<file path="config.mk">
export PLATFORM = sky130hd
export DESIGN_NAME = uart_rx_fifo
export DESIGN_NICKNAME = d
export VERILOG_FILES = /design/src/rtl/uart_rx_fifo_pkg.sv /design/src/rtl/uart_sync_fifo.sv /design/src/rtl/uart_rx_fifo.sv
export SDC_FILE = /design/constraint.sdc
export NUM_CORES = 1
export LEC_CHECK = 0
export BUFFER_PORTS_ARGS = -buffer_cell sky130_fd_sc_hd__buf_2
export CAP_MARGIN = 10
export CORE_ASPECT_RATIO = 0.5
export CORE_UTILIZATION = 60
export DETAILED_ROUTE_END_ITERATION = 6
export PLACE_DENSITY_LB_ADDON = 0.1
export SYNTH_ARGS = -nofsm -noshare
export SYNTH_HDL_FRONTEND = slang
export SYNTH_SLANG_ARGS = --single-unit
</file>
<file path="constraint.sdc">
create_clock -name ACLK -period 6.5 [get_ports ACLK]
set_clock_uncertainty 0.1 [all_clocks]
set_input_delay 0.65 -clock ACLK [delete_from_list [all_inputs] [get_ports ACLK]]
set_output_delay 0.65 -clock ACLK [all_outputs]
set_load 0.05 [all_outputs]
</file>
<file path="src/rtl/uart_rx_fifo_pkg.sv">
// Shared definitions for the UART receive path: FSM state encoding, character
// length limits and FIFO level sizing helpers.
package uart_rx_fifo_pkg;

    typedef enum logic [2:0] {
        ST_IDLE,
        ST_START,
        ST_DATA,
        ST_PARITY,
        ST_STOP
    } rx_state_e;

    localparam int MIN_DATA_BITS = 5;

    // A level counter must hold DEPTH itself, hence the extra bit.
    function automatic int lvl_width(input int depth);
        return $clog2(depth) + 1;
    endfunction

    function automatic logic [3:0] clamp_bits(input logic [3:0] req, input int max_bits);
        logic [3:0] res;
        res = req;
        if (int'(req) < MIN_DATA_BITS) begin
            res = 4'(MIN_DATA_BITS);
        end else if (int'(req) > max_bits) begin
            res = 4'(max_bits);
        end
        return res;
    endfunction

endpackage

</file>
<file path="src/rtl/uart_sync_fifo.sv">
// Generic show-ahead FIFO; the head entry is visible on rdata_o whenever the
// FIFO is non-empty and reads as zero otherwise.
module uart_sync_fifo #(
    parameter int WIDTH = 8,
    parameter int DEPTH = 8
) (
    input  logic                       clk_i,
    input  logic                       rst_ni,
    input  logic                       push_i,
    input  logic [WIDTH-1:0]           wdata_i,
    input  logic                       pop_i,
    output logic [WIDTH-1:0]           rdata_o,
    output logic [$clog2(DEPTH):0]     level_o,
    output logic                       full_o,
    output logic                       empty_o
);
    localparam int AW = $clog2(DEPTH);

    logic [WIDTH-1:0] mem_q [DEPTH];
    logic [AW:0]      wptr_q;
    logic [AW:0]      rptr_q;
    logic             do_push;
    logic             do_pop;

    assign level_o = wptr_q - rptr_q;
    assign empty_o = (wptr_q == rptr_q);
    assign full_o  = (wptr_q[AW] != rptr_q[AW]) && (wptr_q[AW-1:0] == rptr_q[AW-1:0]);

    // A pop frees the head slot in the same cycle, so a push into a full FIFO
    // is accepted when accompanied by a pop.
    assign do_pop  = pop_i & ~empty_o;
    assign do_push = push_i & (~full_o | do_pop);

    assign rdata_o = empty_o ? '0 : mem_q[rptr_q[AW-1:0]];

    always_ff @(posedge clk_i or negedge rst_ni) begin
        if (!rst_ni) begin
            wptr_q <= '0;
            rptr_q <= '0;
        end else begin
            if (do_push) wptr_q <= wptr_q + (AW+1)'(1);
            if (do_pop)  rptr_q <= rptr_q + (AW+1)'(1);
        end
    end

    always_ff @(posedge clk_i) begin
        if (do_push) mem_q[wptr_q[AW-1:0]] <= wdata_i;
    end

endmodule

</file>
<file path="src/rtl/uart_rx_fifo.sv">
// UART receiver: oversampled deframing FSM with optional parity, feeding a
// show-ahead FIFO, with sticky error flags and a registered level interrupt.
module uart_rx_fifo
    import uart_rx_fifo_pkg::*;
#(
    parameter int MAX_DATA_BITS = 8,
    parameter int FIFO_DEPTH    = 8,
    parameter int OVERSAMPLE    = 16
) (
    input  logic                                ACLK,
    input  logic                                ARESETn,
    input  logic                                rx_sample_pulse,
    input  logic                                RX,
    input  logic [3:0]                          data_bits,
    input  logic                                parity_en,
    input  logic                                parity_odd0_even1,
    input  logic [lvl_width(FIFO_DEPTH)-1:0]    int_thresh,
    input  logic                                rd_en,
    input  logic                                err_clr,
    output logic [MAX_DATA_BITS-1:0]            rx_data,
    output logic                                rx_ready,
    output logic [lvl_width(FIFO_DEPTH)-1:0]    fifo_level,
    output logic                                parity_err,
    output logic                                framing_err,
    output logic                                overflow,
    output logic                                rx_int
);
    localparam int TW = $clog2(OVERSAMPLE);
    localparam logic [TW-1:0] MID_TICK  = TW'(OVERSAMPLE / 2 - 1);
    localparam logic [TW-1:0] LAST_TICK = TW'(OVERSAMPLE - 1);
    localparam logic [TW-1:0] TICK_ONE  = TW'(1);

    logic                     rx_s1_q, rx_s2_q;
    rx_state_e                state_q, state_d;
    logic [TW-1:0]            tick_q, tick_d;
    logic [3:0]               bit_q, bit_d;
    logic [3:0]               nbits_q, nbits_d;
    logic                     par_en_q, par_en_d;
    logic                     par_even_q, par_even_d;
    logic                     par_bad_q, par_bad_d;
    logic [MAX_DATA_BITS-1:0] shift_q, shift_d;
    logic                     perr_q, ferr_q, ovf_q, int_q;

    logic                     push;
    logic                     set_perr, set_ferr, set_ovf;
    logic [MAX_DATA_BITS-1:0] push_data;
    logic                     fifo_full, fifo_empty;

    always_ff @(posedge ACLK or negedge ARESETn) begin
        if (!ARESETn) begin
            rx_s1_q    <= 1'b1;
            rx_s2_q    <= 1'b1;
            state_q    <= ST_IDLE;
            tick_q     <= '0;
            bit_q      <= '0;
            nbits_q    <= 4'(MIN_DATA_BITS);
            par_en_q   <= 1'b0;
            par_even_q <= 1'b0;
            par_bad_q  <= 1'b0;
            shift_q    <= '0;
        end else begin
            rx_s1_q    <= RX;
            rx_s2_q    <= rx_s1_q;
            state_q    <= state_d;
            tick_q     <= tick_d;
            bit_q      <= bit_d;
            nbits_q    <= nbits_d;
            par_en_q   <= par_en_d;
            par_even_q <= par_even_d;
            par_bad_q  <= par_bad_d;
            shift_q    <= shift_d;
        end
    end

    always_comb begin
        state_d    = state_q;
        tick_d     = tick_q;
        bit_d      = bit_q;
        nbits_d    = nbits_q;
        par_en_d   = par_en_q;
        par_even_d = par_even_q;
        par_bad_d  = par_bad_q;
        shift_d    = shift_q;
        if (rx_sample_pulse) begin
            case (state_q)
                ST_IDLE: begin
                    if (!rx_s2_q) begin
                        state_d    = ST_START;
                        tick_d     = '0;
                        bit_d      = '0;
                        shift_d    = '0;
                        par_bad_d  = 1'b0;
                        nbits_d    = clamp_bits(data_bits, MAX_DATA_BITS);
                        par_en_d   = parity_en;
                        par_even_d = parity_odd0_even1;
                    end
                end
                ST_START: begin
                    if (tick_q == MID_TICK) begin
                        state_d = rx_s2_q ? ST_IDLE : ST_DATA;
                        tick_d  = '0;
                    end else begin
                        tick_d = tick_q + TICK_ONE;
                    end
                end
                ST_DATA: begin
                    if (tick_q == LAST_TICK) begin
                        // Bits enter at the top and are right-aligned when pushed.
                        shift_d = {rx_s2_q, shift_q[MAX_DATA_BITS-1:1]};
                        tick_d  = '0;
                        bit_d   = bit_q + 4'd1;
                        if (bit_q == nbits_q - 4'd1) begin
                            state_d = par_en_q ? ST_PARITY : ST_STOP;
                        end
                    end else begin
                        tick_d = tick_q + TICK_ONE;
                    end
                end
                ST_PARITY: begin
                    if (tick_q == LAST_TICK) begin
                        par_bad_d = (^shift_q) ^ rx_s2_q ^ ~par_even_q;
                        state_d   = ST_STOP;
                        tick_d    = '0;
                    end else begin
                        tick_d = tick_q + TICK_ONE;
                    end
                end
                ST_STOP: begin
                    if (tick_q == LAST_TICK) begin
                        state_d = ST_IDLE;
                        tick_d  = '0;
                    end else begin
                        tick_d = tick_q + TICK_ONE;
                    end
                end
                default: state_d = ST_IDLE;
            endcase
        end
    end

    always_comb begin
        push      = (state_q == ST_STOP) && rx_sample_pulse && (tick_q == LAST_TICK);
        push_data = shift_q >> (4'(MAX_DATA_BITS) - nbits_q);
        set_ferr  = push & ~rx_s2_q;
        set_perr  = push & par_bad_q;
        set_ovf   = push & fifo_full & ~rd_en;
    end

    uart_sync_fifo #(
        .WIDTH (MAX_DATA_BITS),
        .DEPTH (FIFO_DEPTH)
    ) u_fifo (
        .clk_i   (ACLK),
        .rst_ni  (ARESETn),
        .push_i  (push),
        .wdata_i (push_data),
        .pop_i   (rd_en),
        .rdata_o (rx_data),
        .level_o (fifo_level),
        .full_o  (fifo_full),
        .empty_o (fifo_empty)
    );

    // Set beats clear when both land in the same cycle.
    always_ff @(posedge ACLK or negedge ARESETn) begin
        if (!ARESETn) begin
            perr_q <= 1'b0;
            ferr_q <= 1'b0;
            ovf_q  <= 1'b0;
            int_q  <= 1'b0;
        end else begin
            perr_q <= set_perr | (perr_q & ~err_clr);
            ferr_q <= set_ferr | (ferr_q & ~err_clr);
            ovf_q  <= set_ovf  | (ovf_q  & ~err_clr);
            int_q  <= ((fifo_level >= int_thresh) && (int_thresh != '0)) | perr_q | ferr_q | ovf_q;
        end
    end

    assign rx_ready    = ~fifo_empty;
    assign parity_err  = perr_q;
    assign framing_err = ferr_q;
    assign overflow    = ovf_q;
    assign rx_int      = int_q;

endmodule

</file>
# --- Word-level counts from Yosys, hierarchy flattened ---
# Memory sizes are Yosys's and may differ from the RTL's.
# Cells that the tools add are included.
totals:
  regBits: 40
  latchBits: 0
  ram_bits: 64
  mem_bits_ro: 0
  inputBits: 16
  elab_cells: 110
  memories: 1
op_classes:
  n_addsub: 7
  mul: 0
  n_div: 0
  magnitude_cmp: 3
  n_eq_ne: 16
  n_shift: 1
  n_mux: 26
  bitwise: 24
  n_reduce_logical: 16
mem_list:
  columns: ["name", "depth", "width", "read_ports", "rd_clocked_by_memory_dff", "write_ports", "line_no", "text"]
  rows:
  - ["u_fifo.mem_q", 8, 8, 1, 0, 1, "uart_sync_fifo.sv:19", "logic [WIDTH-1:0] mem_q [DEPTH];"]
op_table:
  columns: ["op", "n"]
  rows:
  - ["2-to-1 mux 4 bit", 6]
  - ["2-to-1 mux 8 bit", 3]
  - ["2-to-1 mux 3 bit", 7]
  - ["adder 4 x 1 -> 4 bit (second input constant)", 4]
  - ["case mux 8 bit (2 select lines)", 1]
  - ["case mux 3 bit (5 select lines)", 1]
  - ["inequality test 2 bit (second input constant)", 6]
  - ["case mux 4 bit (3 select lines)", 1]
  - ["bitwise AND 1 bit", 9]
  - ["equality test 4 bit", 2]
  - ["case mux 4 bit (2 select lines)", 1]
  - ["AND reduction 4 bit", 2]
  - ["XOR reduction 8 bit", 1]
  - [">> shifter 8 x 4 -> 8 bit", 1]
  - ["OR 1 bit", 7]
  - ["AND reduction 7 bit", 1]
  - ["equality test 3 x 2 -> 1 bit (second input constant)", 2]
  - ["NOT 1 bit", 6]
  - ["AND reduction 3 bit", 2]
  - ["equality test 4 x 3 -> 1 bit (second input constant)", 1]
  - ["equality test 4 bit (second input constant)", 1]
  - [">= comparator 4 bit", 1]
  - ["> comparator 4 bit (second input constant)", 1]
  - ["logical AND 1 bit", 4]
  - ["17 further kinds", 22]

# --- Longest topological paths before layout ---
# Gate-level depths: netlist (run 1).
logic_depth:
  word_depth: 7
  depth_mapped: 10
  depth_no_buf: 9

# --- Modules after synthesis ---
# Synthesis (run 1) repeated with hierarchy kept, for this count alone.
hier_totals:
  hier_cells: 410
  hier_area_um2: 5074.9
modules_own_cells:
  columns: ["module", "n_inst", "cells_per_inst", "area_each_um2"]
  rows:
  - ["uart_sync_fifo", 1, 190, 3047.9]
  - ["uart_rx_fifo", 1, 220, 2026.9]

# --- Worst setup path after synthesis (run 1) ---
# OpenSTA, ideal clock, no wires.
synth_timing:
  kind: "register -> register"
  startpoint: "register u_fifo.rptr_q[1]"
  endpoint: "register int_q, in the netlist rx_int"
  t_arrival_ns: 2.931
  required_time_ns: 6.269
  slack_ns: 3.338
  stages_incl_launch_ff: 10
  path_buffers: 2
  path_cell_list: "dfrtp_1 buf_2 buf_1 inv_1 fa_1 xor2_1 ha_1 a21o_1 a21oi_1 o21ai_0"
synth_via:
  elab_chain_len: 6
synth_rtl:
  columns: ["item", "line_no", "text"]
  rows:
  - ["start, declared", "uart_sync_fifo.sv:21", "logic [AW:0] rptr_q;"]
  - ["start signal, assigned", "uart_sync_fifo.sv:42", "if (do_pop) rptr_q <= rptr_q + (AW+1)'(1);"]
  - ["subtractor 4 bit", "uart_sync_fifo.sv:25", "assign level_o = wptr_q - rptr_q;"]
  - ["net fifo_level[2]", "uart_rx_fifo.sv:22", "output logic [lvl_width(FIFO_DEPTH)-1:0] fifo_level,"]
  - [">= comparator 4 bit", "uart_rx_fifo.sv:175", "int_q <= ((fifo_level >= int_thresh) && (int_thresh != '0)) | perr_q | ferr_q | ovf_q;"]
  - ["logical AND 1 bit", "uart_rx_fifo.sv:175", null]
  - ["OR 1 bit (3 in series)", "uart_rx_fifo.sv:175", null]
  - ["end signal, assigned", "uart_rx_fifo.sv:175", null]
  - ["end, declared", "uart_rx_fifo.sv:42", "logic perr_q, ferr_q, ovf_q, int_q;"]
# The timed path passes the listed nets, and every way through them passes these cells.
# A chain may end at the register's enable or synchronous reset.

# --- Final worst setup path (run 1) ---
layout_timing:
  startpoint: "register u_fifo.rptr_q[1]"
  endpoint: "output port fifo_level[3]"
layout_via:
  elab_chain_len: 1
layout_rtl:
  columns: ["item", "line_no"]
  rows:
  - ["subtractor 4 bit", "uart_sync_fifo.sv:25"]
  - ["end, declared", "uart_rx_fifo.sv:22"]
# No other way between the ends.

==> results of run 1 <==
final timing paths:
path | from | to | cells after the start
hold reg to reg | rx_s1_q | rx_s2_q | 0
setup reg to reg | u_fifo.rptr_q[1] | u_fifo.mem_q[2][5] | 6
setup / recovery | u_fifo.rptr_q[1] | fifo_level[3] | 6
hold / removal | rx_s1_q | rx_s2_q | 0
min in group asynchronous | ARESETn | tick_q[0] | 1
max in group asynchronous | ARESETn | shift_q[1] | 1
metal layers:
metal | global-route usage | routed length [um] | part of all wire
met5 | 0 | 0 | 0
met3 | 0.0578 | 477 | 0.050
met2 | 0.395 | 4520 | 0.48
met1 | 0.312 | 4410 | 0.46
met4 | 0.0785 | 98 | 0.010
logic make-up after synthesis:
group                      Yosys count  share of synthesized area
adders and majority gates           14                     0.0363
DFF                                104                      0.582
xor gates and xnor gates            26                     0.0510
AOI/OAI and AO/OA                   59                     0.0709
muxes                               31                      0.113
and+or+nand+nor                    115                      0.115
buffers and inverters               33                     0.0321
where the power goes:
part / switching (uW) / total (uW) / internal, uW / leakage [uW]
clock network: 236 / 500 / 264 / 0.000128
logic: 292 / 501 / 209 / 0.000889
registers: 82.9 / 858 / 775 / 0.00117
total: 611 / 1860 / 1250 / 0.00218
per-stage QoR:
| step | power, uW | std cells | hold WS [ns] | util |
|---|---|---|---|---|
| final | 1860 | 530 | 0.253 | 0.690 |
| after CTS | 1860 | 528 | 0.261 | 0.686 |
| after floorplan | 1270 | 382 | 0.245 | - |
| after global placement | 1340 | 512 | 0.247 | 0.651 |
| after detailed placement | 1360 | 512 | 0.254 | 0.651 |
| after global routing | 1950 | 530 | 0.266 | 0.690 |
registers in the layout, indices dropped and copies added, names as in the netlist, 3 cells and up:
signal         count
shift_q            8
u_fifo.rptr_q      4
u_fifo.wptr_q      4
nbits_q            4
state_q            3
bit_q              4
u_fifo.mem_q      64
tick_q             4
layout by cell type (no fill, tap or decap), types with 7 or more instances in the layout:
| cell | instances |
|---|---|
| a21oi_1 | 20 |
| buf_2 | 33 |
| clkbuf_16 | 9 |
| dfrtp_1 | 36 |
| edfxtp_1 | 64 |
| ha_1 | 13 |
| inv_1 | 15 |
| mux2_2 | 7 |
| mux4_2 | 20 |
| nand2_1 | 47 |
| nand2b_1 | 8 |
| nand3_1 | 9 |
| nor2_1 | 17 |
| nor3_1 | 13 |
| o21ai_0 | 17 |
| xnor2_1 | 14 |
| xor2_1 | 9 |
cell type report:
| cell class | instances | area [um2] |
|---|---|---|
| clock buffer | 11 | 233 |
| clock inverter | 5 | 43.8 |
| fill | 562 | 2500 |
| inverter | 17 | 63.8 |
| multi-input combinational | 245 | 1940 |
| sequential | 104 | 2930 |
| tap | 112 | 140 |
| timing repair buffer | 36 | 208 |
==> flow_summary.toml, run 1 <==
[outcome]
status = "finished clean"

[detailed_routing]
drc = 0
drt_iter0_drc = 169
routed_wl_mm = 9.51
firstDrtPassIters = 4
via_per_inst = 5.68
route.vias.total = 3011
routedWlPerCell_um = 17.9
drtAntennaViolNets = 0

[yosys]
yosys-top-cells-count = "edfxtp_1 (64), nand2_1 (47), dfrtp_1 (36)"
synthTopCellsByArea = "edfxtp_1 (38%), dfrtp_1 (18%), mux4_2 (9.0%), nand2_1 (3.5%), ha_1 (3.2%)"
synth.distinct_cells = 56
synth-main-ff-cell = "edfxtp_1"
syn_inst = 382
synth.top_cell.area_share = 0.382
ys_seq_area_frac = 0.582
synth_edf_count = 64
async_reset_ff_frac = 0.385
synth_fp_nets = 412
syn_avg_cell_area_um2 = 13.2
synth_most_common_cell = "edfxtp_1"
syn_area_um2 = 5030
ys_seq_elements = 104
ys.warnings.count = 0
yosysTopAreaCell = "edfxtp_1"

[clocking]
clock_tree.root_cell = "clkbuf_16"
cts_buffers = 9
worstSkewPairLatency_ns = 0.34
cts_hold_buf = 0
cts_max_level = 3
clkTransAtPathRegs_ns = 0.07
clock_path_buffers = 2
cts_tree = "yes"
cts_resized = 0
clock_sinks = 104
post_cts_buffers = 0

[floorplanning]
core-area_um2 = 8060
initial_core_util = 0.624
fp.dieH_um = 66.8
ios = 33
die-area_um2 = 8780
placementRows = 23
die_w_um = 132

[pwr]
power_leakage_uw = 0.00218
power_density_nw_per_um2 = 334
peakVddDrop_mv = 0.271

[sta]
fmax_mhz = 295
tightest_slew_ns = 1.08
finalSetupViolCount = 0
finalCritPeriodShare = 0.521
hold_viol_final = 0
rsz0062_at_grt = "false"
fin_ws_ns = 3.11
finalMaxSlewViolations = 0
relSlewSlack = 0.276
min_period_ns = 3.39
tns_ns = 0

[layout]
finalInstanceArea_um2 = 5560
drive_above_1_share = 0.220
diodes = 0
finalNetCount = 443
areaGrowthSynthToFinish_pct = 10.5

[worst_setup_path]
r2r_slack_ns = 3.21
worstSetupStartpointType = "register"
criticalPathCategory = "reg -> out"
slowest_stage = "dfrtp_1"
end_kind = "primary output"
crit_fanout = 20
worstPathArrival_ns = 2.64
required_ns = 5.75
crit_buf_inv = 2
cp_slowest_stage_delay_ns = 0.90
crit_family = "flip-flops"
cp_cell_sequence = "inv_1, ha_1, a21o_1, a21oi_1, xnor2_1, buf_2"

[grt]
grt_pass1_vias = 2985
grt_max_degree = 41
groute.usage.overall = 0.237
grt_overflow = 0
grt_pass1_wl_mm = 15.2
antenna_found_initial = 0

[placed_design]
routabilityCongestion = 0.844
post_dp_cell_area_um2 = 5250
dp_hpwl_mm = 6.77
dp_slack_ns = 2.85
io_buffers = 32

[flow_run]
maxCapViolCount = 0

[min_path]
min_path_type = "reg -> reg"
(Power assumes the default switching activity.)
==> run 2, diff against run 1 <==
==> constraint.sdc (replaced) <==
create_clock -name ACLK -period 3.3 [get_ports ACLK]
set_clock_uncertainty 0.1 [all_clocks]
set_input_delay 0.33 -clock ACLK [delete_from_list [all_inputs] [get_ports ACLK]]
set_output_delay 0.33 -clock ACLK [all_outputs]
set_load 0.05 [all_outputs]
==> run 2 against run 1 <==
  * Register-to-register slack worse by 2.9 ns
  * Routed wire length is 3.8% higher
  * Sequential cell count stayed put
  * Worst setup slack got worse by 2.8 ns
  * First-iteration DRC count fell by 4.1%
  * Largest cell class unchanged
==> flow_summary.toml, run 2 (same netlist as run 1, synthesis figures left out) <==
[clocking]
post_cts_buffers = 0
cts_tree = "yes"
clock_sinks = 104
clock_tree.root_cell = "clkbuf_16"
worstSkewPairLatency_ns = 0.35
cts_resized = 0
clock_path_buffers = 2
cts_max_level = 3
clkTransAtPathRegs_ns = 0.07
cts_buffers = 9

[worst_setup_path]
worstPathArrival_ns = 2.86
criticalPathCategory = "reg -> reg"
end_kind = "register"
worstSetupStartpointType = "register"
crit_fanout = 10
required_ns = 3.20

[layout]
final_common_cell = "edfxtp_1"
drive_above_1_share = 0.244
largest_register_ffs = 64
diodes = 0
fillers = 563
final_cell_mix = "edfxtp_1 (64), nand2_1 (47), dfrtp_1 (36)"
finalNetCount = 455
areaGrowthSynthToFinish_pct = 12.7

[detailed_routing]
routedWlPerCell_um = 18.2
drt_iter0_drc = 162
routed_wl_mm = 9.87
via_per_inst = 5.89
route.vias.total = 3191
drtAntennaViolNets = 0
drc = 0
firstDrtPassIters = 4

[min_path]
min_path_type = "in -> async"

[floorplanning]
fp.dieH_um = 66.8
placementRows = 23
initial_core_util = 0.624
core-area_um2 = 8060
ios = 33
die-area_um2 = 8780
die_w_um = 132

[sta]
fmax_mhz = 338
tightest_slew_ns = 1.05
finalSetupViolCount = 0
hold_viol_final = 0
hold_slack_ns = 0.0187
rsz0062_at_grt = "false"
finalMaxSlewViolations = 0
relSlewSlack = 0.297
finalCritPeriodShare = 0.896
min_period_ns = 2.96
tns_ns = 0

[grt]
grt_overflow = 0
grt_pass1_vias = 3073
grt_busiest_layer = "met2"
gr-usage-met2 = 0.409
grt_pass1_wl_mm = 15.7
grt_max_degree = 41
use_met3 = 0.0639
use_met1 = 0.323
antenna_found_initial = 0
groute.usage.overall = 0.242

[pwr]
power_leakage_uw = 0.00227
peakVddDrop_mv = 0.577
power_density_nw_per_um2 = 673

[placed_design]
dp_hpwl_mm = 6.99
routabilityCongestion = 0.891
io_buffers = 32

[outcome]
status = "finished clean"

[flow_run]
maxCapViolCount = 0
run 2: final timing paths:
check | depth (start not counted) | startpoint | to | slack [ns]
max | 5 | nbits_q[0] | u_fifo.mem_q[4][5] | 0.34
min | 1 | ARESETn | tick_q[0] | 0.02
max reg2reg | 5 | nbits_q[0] | u_fifo.mem_q[4][5] | 0.34
min reg2reg | 0 | rx_s1_q | rx_s2_q | 0.26
max in group asynchronous | 1 | ARESETn | par_bad_q | 2.51
min in group ACLK | 2 | data_bits[3] | nbits_q[0] | 0.07
run 2: report_power, final:
group	leakage (uW)	internal [uW]	switching (uW)
logic	0.000947	418	588
registers	0.00117	1530	167
clock network	0.000156	611	508
run 2: layout make-up:
type / instances / area (um2) / share of cell area
sequential: 104 / 2930 / 0.516
multi-input combinational: 245 / 1940 / 0.342
tap: 112 / 140 / 0.0247
clock inverter: 7 / 90.1 / 0.0159
timing repair buffer: 48 / 283 / 0.0499
clock buffer: 9 / 225 / 0.0397
inverter: 17 / 63.8 / 0.0113
run 2: per-layer routing:
layer  part of all wire  routed length, um  vias to the layer above
met3              0.051                501                        2
met4             0.0015                 15                        0
met2               0.48               4760                       92
met5                  0                  0                        -
li1                   -                  -                     1488
met1               0.46               4590                     1609
run 2: worst max-delay path: stages (launching register included):
cell,delay (ns)
dfstp_2,0.70
inv_1,0.15
ha_1,0.26
xor2_2,0.38
nand2b_1,0.18
a211oi_1,0.85
run 2: repair_timing:
action                                  in CTS  in global routing
hold endpoints to repair                     1                  0
hold buffers                                 1                  0
endpoints found under the setup margin       0                  0
run 2: stage by stage:
stage                util  instance area [um2]  cells  power [uW]  setup slack (ns)
finish              0.704                 5670    542        3820             0.342
global route        0.704                 5670    542        4000             0.102
CTS                 0.704                 5670    542        3830             0.335
detailed placement  0.664                 5350    525        2720             0.382
global placement    0.664                 5350    525        2660             0.578
floorplan               -                 5030    382        2500             0.138
==> run 3, diff against run 2 <==
--- a/config.mk
+++ b/config.mk
@@ -8,7 +8,7 @@
 export BUFFER_PORTS_ARGS = -buffer_cell sky130_fd_sc_hd__buf_2
 export CAP_MARGIN = 10
 export CORE_ASPECT_RATIO = 0.5
-export CORE_UTILIZATION = 60
+export CORE_UTILIZATION = 45
 export DETAILED_ROUTE_END_ITERATION = 6
 export PLACE_DENSITY_LB_ADDON = 0.1
 export SYNTH_ARGS = -nofsm -noshare
==> run 3 against run 2 <==
  * Combinational power barely moved
  * Sequential share of layout area down 0.20 points
  * Global-route usage fell by 5.7 points
  * Via count down 4.1%
  * Design area is 0.40% higher
  * Worst hold slack gained 0.0064 ns
  * Non-clock buffer count decreased by 2
  * Worst setup slack gained 0.019 ns
  * Core utilization fell by 16 points
  * Critical endpoint is now rx_data[4]
  * Highest routed layer unchanged
==> flow_summary.toml, run 3 (same netlist as run 1, synthesis figures left out) <==
[detailed_routing]
drc = 0
firstDrtPassIters = 4
drt_iter0_drc = 209
drtAntennaViolNets = 0
routed_wl_mm = 9.84
via_per_inst = 5.39
route.vias.total = 3059
routedWlPerCell_um = 17.3

[layout]
multi_input_area_um2 = 1940
diodes = 0
seq_area_um2 = 2930
largest_register_ffs = 64
drive_above_1_share = 0.241
final_common_cell = "edfxtp_1"
areaGrowthSynthToFinish_pct = 13.2
postLayoutCoreUtil = 0.540
finalNetCount = 453
final_cell_mix = "edfxtp_1 (64), nand2_1 (47), dfrtp_1 (36)"
fillers = 893

[worst_setup_path]
worstSetupStartpointType = "register"
rr_startpoint = "nbits_q[0]"
crit_fanout = 11
cp-startpoint = "u_fifo.rptr_q[2]"
end_kind = "primary output"
worstPathArrival_ns = 2.51
r2r_slack_ns = 0.50
required_ns = 2.87
criticalPathCategory = "reg -> out"

[grt]
use_met1 = 0.265
grt_busiest_layer = "met2"
antenna_found_initial = 0
gr-usage-met2 = 0.287
grt_overflow = 0
grt_pass1_wl_mm = 16.1
grt_max_degree = 41
use_met3 = 0.0393
grt_pass1_vias = 3073
groute.usage.overall = 0.185

[pwr]
power_density_nw_per_um2 = 669
power_leakage_uw = 0.00226
peakVddDrop_mv = 0.331

[clocking]
cts_tree = "yes"
cts_max_level = 3
worstSkewPairLatency_ns = 0.35
cts_resized = 0
clkTransAtPathRegs_ns = 0.07
clock_sinks = 104
clock_path_buffers = 2
clock_tree.root_cell = "clkbuf_16"
cts_buffers = 9

[sta]
hold_viol_final = 0
tns_ns = 0
finalCritPeriodShare = 0.890
tightest_slew_ns = 0.960
fmax_mhz = 340
min_period_ns = 2.94
rsz0062_at_grt = "false"
relSlewSlack = 0.360
finalMaxSlewViolations = 0
finalSetupViolCount = 0

[floorplanning]
core-area_um2 = 10500
placementRows = 26
ios = 33
fp.dieH_um = 76.8
die_w_um = 152
initial_core_util = 0.477
die-area_um2 = 11600

[outcome]
status = "finished clean"

[placed_design]
dp_hpwl_mm = 7.08
routabilityCongestion = 0.766
io_buffers = 32

[min_path]
min_path_type = "in -> async"

[flow_run]
maxCapViolCount = 0
==> run 3: changes by cell type in the layout (fill, tap and decap cells not counted) <==
cell   before  now
buf_4      15   13
inv_8       3    4
inv_6       2    1
==> run 3: worst paths after layout <==
check / end / cells past startpoint
worst max-delay path: rx_data[4] / 5
worst min-delay path: tick_q[3] / 1
worst max register to register: u_fifo.mem_q[1][3] / 6
worst min register to register: rx_s2_q / 0
max in group asynchronous: u_fifo.wptr_q[3] / 1
min in group ACLK: nbits_q[0] / 2
==> run 3: worst max-delay path, cell delays in order (launching register included) <==
cell,delay (ns)
dfrtp_1,0.55
clkinv_1,0.37
ha_1,0.45
and4_1,0.32
a21oi_1,0.18
buf_2,0.28
==> run 3: area by class of cell <==
| class | instances | area share |
|---|---|---|
| repair buffers | 46 | 0.0470 |
| multi-input cells | 245 | 0.341 |
| clock buffers | 9 | 0.0396 |
| flip-flops and latches | 104 | 0.514 |
| clock inverters | 7 | 0.0163 |
| well taps | 140 | 0.0308 |
| inverters | 17 | 0.0112 |
==> run 3: report_power, final <==
part / switching (uW) / internal, uW / leakage [uW]
Sequential: 165 / 1530 / 0.00117
Clock: 509 / 614 / 0.000158
Combinational: 579 / 416 / 0.000936
==> run 3: metrics by stage <==
step	cell area, um2	cells	setup WS (ns)	power (uW)	hold slack (ns)
2_1_floorplan	5030	382	0.138	2500	-0.0656
3_3_place_gp	5370	551	0.634	2680	0.249
3_5_place_dp	5370	551	0.520	2720	0.252
4_1_cts	5690	568	0.350	3840	0.0552
5_1_grt	5690	568	0.174	4030	0.0782
6_report	5690	568	0.362	3810	0.0252
==> run 3: layer usage <==
metal / routed length [um] / up-vias
met3: 246 / 9
met1: 4890 / 1520
li1: - / 1488
met2: 4630 / 42
met5: 0 / -
met4: 62 / 0
==> run 3: repair_timing <==
action,in CTS,in global routing
buffers inserted,0,0
hold buffers,1,0
endpoints found under the hold margin,1,0
setup endpoints to repair,0,0
